File: config.mk
export PLATFORM = sky130hd
export DESIGN_NAME = bus_datapath
export DESIGN_NICKNAME = d
export VERILOG_FILES = /design/src/rtl/bus_datapath.sv
export SDC_FILE = /design/constraint.sdc
export NUM_CORES = 1
export LEC_CHECK = 0
export ABC_AREA = 1
export CAP_MARGIN = 20
export CELL_PAD_IN_SITES_DETAIL_PLACEMENT = 1
export CELL_PAD_IN_SITES_GLOBAL_PLACEMENT = 2
export CORE_MARGIN = 2
export CORE_UTILIZATION = 33
export CTS_BUF_LIST = sky130_fd_sc_hd__clkbuf_16
export CTS_CLUSTER_DIAMETER = 50
export CTS_CLUSTER_SIZE = 10
export DETAILED_ROUTE_END_ITERATION = 16
export HOLD_SLACK_MARGIN = 0.05
export PLACE_DENSITY = 0.84
export SYNTH_ARGS = -nofsm -noshare
export SYNTH_HDL_FRONTEND = slang
export SYNTH_SLANG_ARGS = --single-unit
File: constraint.sdc
create_clock -name clk -period 3.4 [get_ports clk]
set_clock_uncertainty 0.2 [all_clocks]
set_input_delay 0.51 -clock clk [delete_from_list [all_inputs] [get_ports clk]]
set_output_delay 0.51 -clock clk [all_outputs]
set_load 0.005 [all_outputs]
File: src/rtl/bus_datapath.sv
// Single-bus datapath: register file, ALU with A/B/result latches, Z/C flags and PC,
// driven by a built-in read-A / read-B / execute / write-back sequencer.
// Optional build macro BUS_DATAPATH_R0_ZERO_EN: hardwires reg[0] to zero.
module bus_datapath #(
  parameter int DATA_W   = 16,
  parameter int NUM_REGS = 4,
  localparam int SEL_W   = $clog2(NUM_REGS)
) (
  input  logic              clk,
  input  logic              rst,
  input  logic              start,
  input  logic [2:0]        op,
  input  logic [SEL_W-1:0]  src_a,
  input  logic [SEL_W-1:0]  src_b,
  input  logic [SEL_W-1:0]  dst,
  input  logic              imm_en,
  input  logic [DATA_W-1:0] imm,
  output logic              busy,
  output logic              done,
  input  logic              ext_wr_en,
  input  logic [SEL_W-1:0]  ext_wr_sel,
  input  logic [DATA_W-1:0] ext_wr_data,
  input  logic [SEL_W-1:0]  rd_sel,
  output logic [DATA_W-1:0] rd_data,
  input  logic              pc_load,
  input  logic [DATA_W-1:0] pc_din,
  input  logic              pc_inc,
  output logic [DATA_W-1:0] pc_out,
  output logic              flag_z,
  output logic              flag_c
);

  typedef enum logic [2:0] {IDLE, LOAD_A, LOAD_B, EXEC, WRITE} state_t;

  state_t              state;
  logic [DATA_W-1:0]   regs [NUM_REGS];
  logic [DATA_W-1:0]   a_q, b_q, res_q, imm_q;
  logic [2:0]          op_q;
  logic [SEL_W-1:0]    src_a_q, src_b_q, dst_q;
  logic                imm_en_q;
  logic [DATA_W-1:0]   bus;
  logic [DATA_W-1:0]   alu_res;
  logic                alu_c;

  // Out-of-range selects read as zero; reg[0] optionally reads as zero too.
  function automatic logic [DATA_W-1:0] reg_read(input logic [SEL_W-1:0] sel);
    if (32'(sel) >= NUM_REGS) return '0;
`ifdef BUS_DATAPATH_R0_ZERO_EN
    if (sel == '0) return '0;
`endif
    return regs[sel];
  endfunction

  function automatic logic wr_ok(input logic [SEL_W-1:0] sel);
    if (32'(sel) >= NUM_REGS) return 1'b0;
`ifdef BUS_DATAPATH_R0_ZERO_EN
    if (sel == '0) return 1'b0;
`endif
    return 1'b1;
  endfunction

  assign rd_data = reg_read(rd_sel);

  // The internal bus is a plain multiplexer selected by sequencer state.
  always_comb begin
    bus = '0;
    case (state)
      LOAD_A:  bus = reg_read(src_a_q);
      LOAD_B:  bus = imm_en_q ? imm_q : reg_read(src_b_q);
      WRITE:   bus = res_q;
      default: bus = '0;
    endcase
  end

  // NOTE: every variable assigned in always_comb gets a default first, so no latch is inferred.
  always_comb begin
    alu_res = '0;
    alu_c   = 1'b0;
    case (op_q)
      3'b000: {alu_c, alu_res} = {1'b0, a_q} + {1'b0, b_q};
      3'b001: {alu_c, alu_res} = {1'b0, a_q} - {1'b0, b_q};
      3'b010: alu_res = a_q & b_q;
      3'b011: alu_res = a_q | b_q;
      3'b100: alu_res = a_q ^ b_q;
      3'b101: alu_res = ~a_q;
      3'b110: begin
        alu_res = {a_q[DATA_W-2:0], 1'b0};
        alu_c   = a_q[DATA_W-1];
      end
      3'b111: begin
        alu_res = {1'b0, a_q[DATA_W-1:1]};
        alu_c   = a_q[0];
      end
    endcase
  end

  // NOTE: sequential state uses non-blocking assignments so every register samples pre-edge values.
  always_ff @(posedge clk) begin
    if (rst) begin
      state    <= IDLE;
      busy     <= 1'b0;
      done     <= 1'b0;
      a_q      <= '0;
      b_q      <= '0;
      res_q    <= '0;
      imm_q    <= '0;
      op_q     <= '0;
      src_a_q  <= '0;
      src_b_q  <= '0;
      dst_q    <= '0;
      imm_en_q <= 1'b0;
      flag_z   <= 1'b0;
      flag_c   <= 1'b0;
      // NOTE: the register file is architecturally visible and must read 0 after reset, so it is cleared here.
      for (int i = 0; i < NUM_REGS; i++) regs[i] <= '0;
    end else begin
      done <= 1'b0;
      case (state)
        IDLE: begin
          if (ext_wr_en && wr_ok(ext_wr_sel)) regs[ext_wr_sel] <= ext_wr_data;
          if (start) begin
            op_q     <= op;
            src_a_q  <= src_a;
            src_b_q  <= src_b;
            dst_q    <= dst;
            imm_en_q <= imm_en;
            imm_q    <= imm;
            busy     <= 1'b1;
            state    <= LOAD_A;
          end
        end
        LOAD_A: begin
          a_q   <= bus;
          state <= LOAD_B;
        end
        LOAD_B: begin
          b_q   <= bus;
          state <= EXEC;
        end
        EXEC: begin
          res_q  <= alu_res;
          flag_z <= (alu_res == '0);
          flag_c <= alu_c;
          done   <= 1'b1;
          state  <= WRITE;
        end
        WRITE: begin
          if (wr_ok(dst_q)) regs[dst_q] <= bus;
          busy  <= 1'b0;
          state <= IDLE;
        end
        default: begin
          busy  <= 1'b0;
          state <= IDLE;
        end
      endcase
    end
  end

  // Load wins over increment; increment wraps naturally.
  always_ff @(posedge clk) begin
    if (rst)          pc_out <= '0;
    else if (pc_load) pc_out <= pc_din;
    else if (pc_inc)  pc_out <= pc_out + 1'b1;
  end

endmodule

==> key figures, run 1 <==
Detailed routing
  – Initial DRT Pass Iterations: 5
  – Routed len/inst: between 15 and 20 um
  – # DRC: 0
  – Post-route ant nets: 0
  – Final wirelength: roughly 41000 um
  – Initial DRC count: between 600 and 700
  – Via count: 11100
  – Avg Vias per Cell: around 5.3

STA
  – Slew HR: 0.490
  – Slew @ Worst Pin: about 760 ps
  – Unrepaired setup endpoints after global routing: false
  – Fin Setup TNS: 0 ps
  – Final min period: approximately 3000 ps
  – Slew Viols, Final: 0
  – Final hold vios: 0
  – Worst hold slack: ~250 ps
  – Fmax: around 330 MHz
  – Finish-stage setup viols: 0
  – Ratio of final minimum period to clock period: 0.894

Synthesis
  – Post-synth EDFFs: 64
  – Syn nets: ~1700
  – Area leader, netlist: dfxtp_1
  – Post-synthesis async set-or-reset flop share: 0
  – Ys Warns: 0
  – Cells after Synth: between 1500 and 2000
  – Register area share after synthesis: 0.358
  – Synth area leaders: dfxtp_1 (18%), edfxtp_1 (17%), nand2_1 (12%)
  – Synth top area share: 0.183
  – Main synth FF type: dfxtp_1
  – Post-Syn Area: 11000 sq um
  – Flops & latches, synth: 165
  – Distinct cells, synth: 48
  – Avg Inst Size Synth: approximately 7 sq um

Power and ir drop
  – Peak supply drop: 374 uV
  – Clk network pwr share: 0.318
  – Int Pwr: around 3800 uW
  – Comb power frac: 0.278
  – Power Density: between 400 and 500 nW/um^2
  – Sw Pwr: ~2100 uW
  – Sequential fraction of design power: 0.404
  – Switching share of total power: 0.350
  – Pleak: approximately 0.0052 uW

Worst setup path
  – Worst reg2reg setup slack: 360 ps
  – Slowest stage delay, CP: around 400 ps
  – Start of the worst register-to-register path: a_q[0]$_SDFFE_PP0N_
  – R2R cell count: 17
  – Buf/Inv on CP: 2
  – CP Class: flop to flop
  – Reg2Reg Capture Point: flag_z$_SDFFE_PP0P_
  – Crit-path cells: inv_1 > ha_1 > inv_1 > fa_1 > nand2_1 > nand2_1 > nand3_1 > nand2_1 > nand3_1 > nand4_1 > nand3_1 > nand2_1 > nor2_1 > nand3_1 > nor2_1 > nor2_1 > nor2_1
  – Worst path required time: approximately 3600 ps
  – Critical path's top delay family: simple AND/OR/NAND/NOR gates
  – Worst Path Arrival: ~3200 ps
  – CP Capture Type: flop
  – Crit-path max FO: 5
  – CP Launch Type: flop
  – Slowest-stage cell, CP: fa_1

Floorplanning
  – DIE AREA: 34900 sq um
  – Die width: roughly 190 um
  – Die Y-Extent: roughly 190 um
  – FP Rows: 66
  – Area of the core: 32700 sq um
  – # IOs: about 100
  – Initial Util: 0.337

Global routing
  – Initial antenna violation count: 0
  – GRT Util Overall: 0.232
  – Vias in the first global route: ~11000
  – First-pass GRT wire length: between 60000 and 70000 um
  – Pin count of the biggest net entering global routing: between 50 and 60
  – Remaining global-route overflow: 0

Worst hold path
  – Hold_sp: src_b_q[0]$_SDFFE_PP0P_
  – Min-Delay Path Depth: 2
  – Class of the worst hold path: flop to flop

Cells and area
  – Fraction of layout cells with a size suffix above 1: 0.0563
  – P&R area growth vs syn: 18.3%
  – # diodes: 0
  – # fillers: 4186
  – Commonest non-fill, non-tap cell in the layout: nand2_1
  – Commonest cells after routing, fill and taps aside: nand2_1 (344), inv_1 (197), o21ai_0 (158)
  – Nets: between 1500 and 2000

Run
  – Max Cap Viol: 0

Clock network
  – CTS Buffer Depth: 2
  – CTS tree: done
  – Post-CTS Setup Inserts: 0
  – CTS buffer count: 17
  – CTS clk-pin slew, worst paths: around 80 ps
  – CTS-repair resized insts: 0
  – CTS Hold Bufs: 0
  – CTS H-tree depth: 4
  – Root Buffer: clkbuf_16
  – Clk sinks: around 170
  – Worst skew pair latency: roughly 450 ps

Status
  – Status: finished clean

Placed design
  – DPL Wire Length: around 30000 um
  – Port bufs: just over 100
  – Final RePlAce weighted congestion: between 0.9 and 1
per-layer routing:
metal / GRT usage / routed length [um] / vias to the layer above
met4: 0.0495 / 504 / 0
met2: 0.381 / 18800 / 264
met5: 0 / 0 / -
met3: 0.0280 / 1790 / 28
met1: 0.328 / 19500 / 5406
li1: - / - / 5399
state kept, by name, indices dropped and copies added (netlist names), named ones only:
name,flops
regs,64
src_b_q,2
busy,1
dst_q,2
flag_c,1
a_q,16
res_q,16
imm_en_q,1
imm_q,16
state,3
b_q,16
done,1
flag_z,1
op_q,3
src_a_q,2
pc_out,16
cells by family (layout without fill, tap and decap cells):
family / after synthesis / in the layout / share of synthesized area
adder cells (fa/ha/maj): 51 / 51 / 0.0592
AO/OA/AOI/OAI: 419 / 419 / 0.212
XOR/XNOR: 14 / 14 / 0.0111
AND/OR/NAND/NOR: 647 / 647 / 0.253
flip-flops: 165 / 165 / 0.358
buffers and inverters: 291 / 374 / 0.107
worst min-delay path, delay by kind of cell, from the launching register on:
family,cells,cell delay [ps]
flip-flops,1,300
AO/OA/AOI/OAI,1,70
buffers and inverters,1,40
layout make-up:
class / count / area [sq um] / share of cell area
multi-input combinational: 1131 / 5920 / 0.454
sequential: 165 / 3950 / 0.303
timing repair buffer: 136 / 1300 / 0.0996
inverter: 206 / 776 / 0.0595
tap: 442 / 553 / 0.0424
clock buffer: 17 / 425 / 0.0326
clock inverter: 15 / 121 / 0.00931
synthesized netlist by cell type, types with 18 or more instances:
cell      number
buf_2         20
o21ai_0      158
edfxtp_1      64
nor2_1       143
o22ai_1       25
o211ai_1      43
o21a_1        18
nand2_1      344
inv_1        195
dfxtp_1      101
ha_1          49
nor3_1        21
a21oi_1      153
clkbuf_1      47
nand3_1      100
how the worst max path moves through the flow:
stage                        start              endpoint  slack (ps)  cells past startpoint
2_1_floorplan                  rst  regs[3][0]$_DFFE_PP_         440                      4
3_3_place_gp             rd_sel[1]            rd_data[9]         480                      6
3_5_place_dp   a_q[0]$_SDFFE_PP0N_   flag_z$_SDFFE_PP0P_         430                     17
4_1_cts        a_q[0]$_SDFFE_PP0N_   flag_z$_SDFFE_PP0P_         410                     17
5_1_grt        a_q[1]$_SDFFE_PP0N_   flag_z$_SDFFE_PP0P_          80                     15
6_report       a_q[0]$_SDFFE_PP0N_   flag_z$_SDFFE_PP0P_         360                     17
metrics by stage:
step	cells	power, uW	instance area, sq um	setup slack, ps	util
after global placement	2080	4020	12500	483	0.382
final	2112	5920	13000	361	0.399
after detailed placement	2080	4050	12500	435	0.382
after CTS	2112	5940	13000	407	0.399
after global routing	2112	6240	13000	82.3	0.399
after floorplan	1587	3420	11000	436	-
power by group through the flow:
stage	Clock, uW	Combinational (uW)	Sequential [uW]
3_5_place_dp	0	1620	2430
3_3_place_gp	0	1600	2420
4_1_cts	1920	1630	2380
6_report	1880	1650	2390
2_1_floorplan	0	1080	2340
5_1_grt	2000	1830	2410
No activity file was read; power rests on OpenSTA's default activity.
==> inputs of run 2 (changes only) <==
--- a/config.mk
+++ b/config.mk
@@ -13,7 +13,7 @@
 export CORE_UTILIZATION = 33
 export CTS_BUF_LIST = sky130_fd_sc_hd__clkbuf_16
 export CTS_CLUSTER_DIAMETER = 50
-export CTS_CLUSTER_SIZE = 10
+export CTS_CLUSTER_SIZE = 25
 export DETAILED_ROUTE_END_ITERATION = 16
 export HOLD_SLACK_MARGIN = 0.05
 export PLACE_DENSITY = 0.84
==> results of run 2 <==
The final DEF is identical to that of run 1; final timing and power are the same.
==> inputs of run 3 (changes only) <==
--- a/config.mk
+++ b/config.mk
@@ -17,6 +17,7 @@
 export DETAILED_ROUTE_END_ITERATION = 16
 export HOLD_SLACK_MARGIN = 0.05
 export PLACE_DENSITY = 0.84
+export SKIP_CTS_REPAIR_TIMING = 1
 export SYNTH_ARGS = -nofsm -noshare
 export SYNTH_HDL_FRONTEND = slang
 export SYNTH_SLANG_ARGS = --single-unit
==> results of run 3 <==
The final DEF is identical to that of run 1; final timing and power are the same.
==> patch: new RTL, config.mk and constraints of run 2 <==
Reset style: asynchronous (`rst`), changed in 2 clocked blocks.
--- a/src/rtl/bus_datapath.sv
+++ b/src/rtl/bus_datapath.sv
@@ -95,7 +95,7 @@
   end
 
   // NOTE: sequential state uses non-blocking assignments so every register samples pre-edge values.
-  always_ff @(posedge clk) begin
+  always_ff @(posedge clk or posedge rst) begin
     if (rst) begin
       state    <= IDLE;
       busy     <= 1'b0;
@@ -158,7 +158,7 @@
   end
 
   // Load wins over increment; increment wraps naturally.
-  always_ff @(posedge clk) begin
+  always_ff @(posedge clk or posedge rst) begin
     if (rst)          pc_out <= '0;
     else if (pc_load) pc_out <= pc_din;
     else if (pc_inc)  pc_out <= pc_out + 1'b1;
Function: differs if rst is asserted again (counterexample within 4 cycles, from zero or initial values and one cycle with rst high); with rst held inactive, the same outputs for 4 cycles.
==> patch against run 2 <==
Worst setup slack lost 0.14 ns; cell count grew 0.66%; design area rose by 3.2%; area after synthesis grew 2.7%; sequential cell count shrank 4; global-route usage increased by 3.2 points; routed wire length increased by 14%.
Power is not compared: it rests on default switching activity, and its combinational part moved more than twofold at a synthesized area within 25%.
==> patch: results (changes against run 2) <==
<table>
<tr><th>Metric</th><th>Value</th></tr>
<tr><th colspan="2">Logic synthesis</th></tr>
<tr><td>Async set-or-reset flop fraction in the synthesized netlist</td><td>100% (was 0%)</td></tr>
<tr><td>Ys flop type</td><td>dfrtp_1 (was dfxtp_1)</td></tr>
<tr><td>Synth cell count leaders</td><td>354 x nand2_1, 184 x a21oi_1, 163 x inv_1, 161 x dfrtp_1, 134 x o21ai_0 (was 344 x nand2_1, 195 x inv_1, 158 x o21ai_0, 153 x a21oi_1, 143 x nor2_1)</td></tr>
<tr><td>Adder-Cell Fraction of Synth Area</td><td>5.77% (was 5.92%)</td></tr>
<tr><td>Number of library cell types mapped by synthesis</td><td>42 (was 48)</td></tr>
<tr><td>Largest cells by area after synthesis</td><td>dfrtp_1 36%, nand2_1 12%, a21oi_1 8.1% (was dfxtp_1 18%, edfxtp_1 17%, nand2_1 12%)</td></tr>
<tr><td>Share of the synthesized area in compound gates (AO/OA/AOI/OAI)</td><td>24.5% (was 21.2%)</td></tr>
<tr><th colspan="2">Layout</th></tr>
<tr><td>Area fraction of clock buffers and clock inverters</td><td>4.20% (was 4.19%)</td></tr>
<tr><td>Non-CTS buffers</td><td>137 (was 136)</td></tr>
<tr><td>Sequential cells</td><td>161 (was 165)</td></tr>
<tr><td>Net count of the finished layout</td><td>1,784 (was 1,776)</td></tr>
<tr><td>Final non-clock buffer share</td><td>10.2% (was 9.96%)</td></tr>
<tr><td>Number of non-clock inverters in the layout</td><td>182 (was 206)</td></tr>
<tr><th colspan="2">Detailed routing</th></tr>
<tr><td>Via count</td><td>12,041 (was 11,097)</td></tr>
<tr><td>First DRT Iteration DRCs</td><td>880 (was 657)</td></tr>
<tr><td>Wire length on met3</td><td>2.19 mm (was 1.79 mm)</td></tr>
<tr><td>Routed length per instance</td><td>21.8 microns (was 19.2 microns)</td></tr>
<tr><td>Met1 layer wirelength in the final routing</td><td>21.2 mm (was 19.5 mm)</td></tr>
<tr><th colspan="2">Worst hold path</th></tr>
<tr><td>Start point of the worst hold path</td><td>res_q[3] (was src_b_q[0])</td></tr>
<tr><th colspan="2">Setup path</th></tr>
<tr><td>Cell type of the slowest stage on the worst timing path</td><td>dfrtp_1 (was fa_1)</td></tr>
<tr><td>Worst reg-to-reg setup slack</td><td>0.22 ns (was 0.36 ns)</td></tr>
<tr><th colspan="2">Outcome</th></tr>
<tr><td>Outcome</td><td>finished clean (unchanged)</td></tr>
<tr><th colspan="2">Timing</th></tr>
<tr><td>Slew @ Worst Pin</td><td>1.05 ns (was 0.763 ns)</td></tr>
<tr><td>Worst hold margin</td><td>0.300 ns (was 0.246 ns)</td></tr>
<tr><th colspan="2">GRT</th></tr>
<tr><td>Global routing usage on met1</td><td>35.7% (was 32.8%)</td></tr>
<tr><td>Met2 Resource Use GR</td><td>44.2% (was 38.1%)</td></tr>
<tr><td>Wire length of the first global-routing pass</td><td>73.0 mm (was 63.9 mm)</td></tr>
<tr><th colspan="2">Placed design</th></tr>
<tr><td>Worst slack at placement</td><td>0.187 ns (was 0.435 ns)</td></tr>
</table>
patch: cell count changes after synthesis, sizes merged, moves of 23 or more:
cell           run 2  this run
a21oi            153       184
a22oi              0        52
dfrtp              0       161
dfxtp            101         0
edfxtp            64         0
inv              204       181
nor2             156       111
patch: what timing repair did:
action	CTS	global route
buffers inserted	0	0
gates resized for setup	0	1
endpoints found under the setup margin	0	1
hold endpoints to repair	0	0
hold buffers	0	0
patch: power groups by stage:
stage | Sequential [mW] | Combinational, mW | Clock, mW
global route | 3.83 | 9.15 | 2.05
CTS | 3.71 | 8.17 | 1.98
detailed placement | 3.74 | 8.11 | 0
floorplan | 3.28 | 5.52 | 0
global placement | 3.72 | 7.98 | 0
finish | 3.73 | 8.24 | 1.94
patch: worst max-delay path by stage:
stage | end | slack [ns] | depth (start not counted)
finish | flag_z | 0.22 | 17
CTS | flag_z | 0.18 | 17
floorplan | a_q[0] | 0.65 | 1
detailed placement | flag_z | 0.19 | 17
global placement | flag_z | 0.23 | 17
global route | flag_z | 0.01 | 17
